$ cat src/rtl/cpu_types_pkg.sv
// Shared types for the cache/RAM interface: RAM status, data word and arbiter state.
package cpu_types_pkg;
  typedef logic [31:0] word_t;

  typedef enum logic [1:0] {
    FREE   = 2'd0,
    BUSY   = 2'd1,
    ACCESS = 2'd2,
    ERROR  = 2'd3
  } ramstate_t;

  typedef enum logic [1:0] {
    IDLE  = 2'd0,
    I_ACC = 2'd1,
    D_ACC = 2'd2
  } arb_state_t;
endpackage

$ cat src/rtl/sat_counter.sv
// Saturating event counter: holds at all-ones instead of wrapping.
module sat_counter #(
  parameter int CNT_W = 16
) (
  input  logic             clk_i,
  input  logic             clear_i,
  input  logic             inc_i,
  output logic [CNT_W-1:0] count_o
);
  logic [CNT_W-1:0] cnt_q, cnt_d;

  // Next count: step only while below the ceiling.
  always_comb begin
    cnt_d = cnt_q;
    if (inc_i && (cnt_q != '1)) cnt_d = cnt_q + CNT_W'(1);
  end

  // Count register with synchronous clear.
  always_ff @(posedge clk_i) begin
    if (clear_i) cnt_q <= '0;
    else         cnt_q <= cnt_d;
  end

  assign count_o = cnt_q;
endmodule

$ cat src/rtl/mem_arbiter.sv
// Single-port RAM arbiter between icache and dcache. Dcache has priority, but
// after MAX_D_STREAK back-to-back dcache grants with icache waiting, icache is
// forced in. RAM controls are combinational from the registered state, so the
// requesters must hold their request until their wait goes low.
module mem_arbiter
  import cpu_types_pkg::*;
#(
  parameter int MAX_D_STREAK = 4,
  parameter int CNT_W        = 16
) (
  input  logic             CLK,
  input  logic             RST,
  input  logic             iREN,
  input  word_t            iaddr,
  output logic             iwait,
  output word_t            iload,
  input  logic             dREN,
  input  logic             dWEN,
  input  word_t            daddr,
  input  word_t            dstore,
  output logic             dwait,
  output word_t            dload,
  output logic             ramREN,
  output logic             ramWEN,
  output word_t            ramaddr,
  output word_t            ramstore,
  input  word_t            ramload,
  input  logic [1:0]       ramstate,
  output logic [CNT_W-1:0] icount,
  output logic [CNT_W-1:0] dcount,
  output logic [CNT_W-1:0] errcount
);
  localparam int SW = (MAX_D_STREAK < 1) ? 1 : $clog2(MAX_D_STREAK + 1);
  localparam logic [SW-1:0] STREAK_MAX = SW'(MAX_D_STREAK);

  arb_state_t    state_q, state_d;
  logic [SW-1:0] streak_q, streak_d;
  ramstate_t     rs;
  logic          d_req, i_done, d_done, err_cyc;

  assign rs    = ramstate_t'(ramstate);
  assign d_req = dREN | dWEN;
  // Read data is passed straight through; wait tells the cache when to take it.
  assign iload = ramload;
  assign dload = ramload;

  // Arbitration, RAM control and completion decode.
  always_comb begin
    state_d  = state_q;
    streak_d = streak_q;
    ramREN   = 1'b0;
    ramWEN   = 1'b0;
    ramaddr  = '0;
    ramstore = '0;
    iwait    = 1'b1;
    dwait    = 1'b1;
    i_done   = 1'b0;
    d_done   = 1'b0;
    err_cyc  = 1'b0;
    case (state_q)
      IDLE: begin
        // Icache only overrides dcache once the streak has hit its limit.
        if (d_req && !(iREN && (streak_q == STREAK_MAX))) state_d = D_ACC;
        else if (iREN)                                     state_d = I_ACC;
      end
      I_ACC: begin
        ramREN  = 1'b1;
        ramaddr = iaddr;
        err_cyc = (rs == ERROR);
        if (!iREN) begin
          state_d = IDLE;
        end else if (rs == ACCESS) begin
          iwait    = 1'b0;
          i_done   = 1'b1;
          streak_d = '0;
          state_d  = IDLE;
        end
      end
      D_ACC: begin
        ramaddr = daddr;
        if (dWEN) begin
          ramWEN   = 1'b1;
          ramstore = dstore;
        end else begin
          ramREN = 1'b1;
        end
        err_cyc = (rs == ERROR);
        if (!d_req) begin
          state_d = IDLE;
        end else if (rs == ACCESS) begin
          dwait   = 1'b0;
          d_done  = 1'b1;
          state_d = IDLE;
          // Streak only grows while icache is actually being held off.
          if (iREN) streak_d = (streak_q == STREAK_MAX) ? streak_q : streak_q + SW'(1);
          else      streak_d = '0;
        end
      end
      default: state_d = IDLE;
    endcase
  end

  // State and streak registers.
  always_ff @(posedge CLK) begin
    if (RST) begin
      state_q  <= IDLE;
      streak_q <= '0;
    end else begin
      state_q  <= state_d;
      streak_q <= streak_d;
    end
  end

  sat_counter #(.CNT_W(CNT_W)) u_icnt (
    .clk_i(CLK), .clear_i(RST), .inc_i(i_done), .count_o(icount)
  );
  sat_counter #(.CNT_W(CNT_W)) u_dcnt (
    .clk_i(CLK), .clear_i(RST), .inc_i(d_done), .count_o(dcount)
  );
  sat_counter #(.CNT_W(CNT_W)) u_ecnt (
    .clk_i(CLK), .clear_i(RST), .inc_i(err_cyc), .count_o(errcount)
  );
endmodule
$ cat config.mk
export PLATFORM = sky130hd
export DESIGN_NAME = mem_arbiter
export DESIGN_NICKNAME = d
export VERILOG_FILES = /design/src/rtl/cpu_types_pkg.sv /design/src/rtl/sat_counter.sv /design/src/rtl/mem_arbiter.sv
export SDC_FILE = /design/constraint.sdc
export NUM_CORES = 1
export LEC_CHECK = 0
export ABC_AREA = 1
export CORE_AREA = 2 2 122 124
export DETAILED_ROUTE_END_ITERATION = 10
export DIE_AREA = 0 0 124 126
export HOLD_SLACK_MARGIN = 0.12
export PLACE_DENSITY_LB_ADDON = 0.2
export SETUP_SLACK_MARGIN = 0.02
export SYNTH_ARGS = -nofsm -noshare
export SYNTH_HDL_FRONTEND = slang
export SYNTH_HIERARCHICAL = 1
export SYNTH_SLANG_ARGS = --single-unit
$ cat constraint.sdc
create_clock -name CLK -period 2.4 [get_ports CLK]
set_input_delay 0.24 -clock CLK [delete_from_list [all_inputs] [get_ports CLK]]
set_output_delay 0.24 -clock CLK [all_outputs]
set_load 0.05 [all_outputs]
==> metrics <==
H-tree depth=2; met3 wire len=2610 um; Mapped Cells=~770; IO Count=between 300 and 400; I/O Buffers=between 200 and 250; Yosys reg bits=53; peak fanout along the critical path=33; Post-Place Setup Slack=approximately 0.34 ns; Clock Skew=0.0108 ns; fillers=1437; PnR Total Power=between 2 and 3 mW; CTS Root Cell=clkbuf_16; Worst Setup End Kind=output pin; Final Hold Fails=0; Layout Cells excl Fill=1100; FMAX=~450 MHz; Final Slew Violations=0; hold_sp=ramload[12]; Clock transition at path regs=0.07 ns; reported max-cap violation count=0; Netlist cell types=22; footprint of the multi-input gates=around 2500 um^2; synthesis-to-layout area growth=60.5%; global-route wire length before repair=between 20000 and 25000 um; Core Footprint=14300 um^2; die footprint=about 16000 um^2; wire per inst=~14 um; Cell Rows=44; drt total wl=between 15000 and 20000 um; RR Startpoint=state_q[0]; uppermost layer routed=met4; routed length on met1=6720 um; CTS max path bufs=2; CTS tree=built; CTS resizes=0; Mapped Nets=just over 900; die extent in x=124 um; placed insts=1093; CTS Buf Count=5; Final setup violation count=0; drt drc=0; Slew @ Worst Pin=approximately 0.55 ns; Register Area=around 1100 um^2; EDFF count, synth=0; gpl congestion=between 0.8 and 0.9; postcts setup bufs=0; clock latency on the worst-skew pair=0.29 ns; commonest non-fill, non-tap cell in the layout=nand2_1; TNS Setup=0 ns; post-route ant nets=0; commonest non-fill, non-tap cells in the layout=nand2_1, clkdlybuf4s50_1, nor2_1, inv_1, buf_12; Final Critical Period=approximately 2.2 ns; 1st-iter DRT viols=approximately 200; DR WL met2=~6200 um; Ys Warns=6; setup ws final=about 0.18 ns; Detail Placement HPWL=roughly 13000 um; Setup crit start kind=register; DR vias/cell=4.43; Crit Path Class=register to output pin; Initial Utilization=0.312; Post-CTS Hold Buffers=0; Post-Syn Area=4470 um^2; share of cells above drive strength 1=0.146; remaining global-route overflow=0; clk sink count=53; RSZ-0062 raised after global routing=no; HP Class=input port to output pin; Synth Flop Type=dfxtp_1; largest net degree at the start of global routing=34; P per Cell Area=between 300 and 400 nW/um^2; Arr. time, crit path=about 2 ns; Setup crit start=state_q[0]; ys async rst share=0; vias in the first global route=approximately 4500; Inserted Diodes=0; via count=between 4000 and 5000; Detailed Routing Iterations Pass 1=6; Max IR drop VDD=about 0.29 mV; initial antenna violation count=0; final net count=1060; sequential area share after synthesis=0.237; LEAKAGE=2.89 nW; Mean Syn Cell Area=between 5 and 6 um^2; status=completed; Tot GR Track Use=0.198; Slew Limit Headroom=0.634; Final period util=0.926; Die Y=126 um; CP required=roughly 2.2 ns
[cell usage after synthesis (8+ instances only)]
master     n  area share
nor2_4     8       0.020
buf_2     12       0.013
nand2_1  224        0.19
nand3_1   41       0.046
a21oi_1   59       0.066
nor2_1   146        0.12
dfxtp_1   53        0.24
buf_4     65        0.11
nand4_1   10       0.014
nor2_2    30       0.042
nand2_2    9       0.013
ha_1       9       0.025
inv_1     82       0.069
[registers in the layout, summed over array words and instances, names as in the netlist]
signal and flops:
u_dcnt/count_o 16, u_ecnt/count_o 16, streak_q 3, u_icnt/count_o 16
state_q 2
[area by class of cell]
type	count	share of cell area
clock buffers	6	0.0194
flip-flops and latches	53	0.148
clock inverters	1	0.00105
repair buffers	226	0.407
well taps	184	0.0321
inverters	83	0.0434
multi-input cells	547	0.349
[cell families (layout without fill, tap and decap cells)]
logic type,count (synthesis),after routing,synth area share
AND/OR/NAND/NOR,477,477,0.466
buffers and inverters,167,316,0.202
AO/OA/AOI/OAI,61,61,0.0688
flip-flops,53,53,0.237
adder cells (fa/ha/maj),9,9,0.0252
[where the power goes]
part,internal [mW],leakage [nW],total (mW),switching [mW]
Sequential,0.886,0.427,0.895,0.00851
Clock,0.410,0.0690,0.721,0.311
Combinational,0.441,2.39,0.949,0.508
Total,1.74,2.89,2.56,0.828
[per-stage QoR]
| stage | cell area [um^2] | hold WS, ns | util |
|---|---|---|---|
| finish | 7180 | 0.480 | 0.501 |
| global route | 7180 | 0.480 | 0.501 |
| CTS | 7180 | 0.481 | 0.501 |
| detailed placement | 7030 | 0.478 | 0.491 |
| global placement | 7030 | 0.481 | 0.491 |
| floorplan | 4470 | 0.309 | - |
[worst max-delay path, stage by stage, from the launching register on]
cell	delay, ns
dfxtp_1	0.40
inv_1	0.10
ha_1	0.33
inv_1	0.05
buf_4	0.23
a21oi_1	0.39
buf_12	0.19
[worst paths after layout]
path | cells after the start | end | slack (ns)
hold reg to reg | 2 | streak_q[1] | 0.49
hold / removal | 0 | iload[12] | 0.48
setup reg to reg | 11 | u_dcnt/count_o[13] | 0.47
setup / recovery | 6 | ramaddr[25] | 0.18
[per-layer routing]
layer  vias up  track usage
met1      2089        0.246
met5         -            0
met3        30        0.137
met4         0       0.0383
li1       2578            -
met2       172        0.282
No activity file was read; power rests on OpenSTA's default activity.
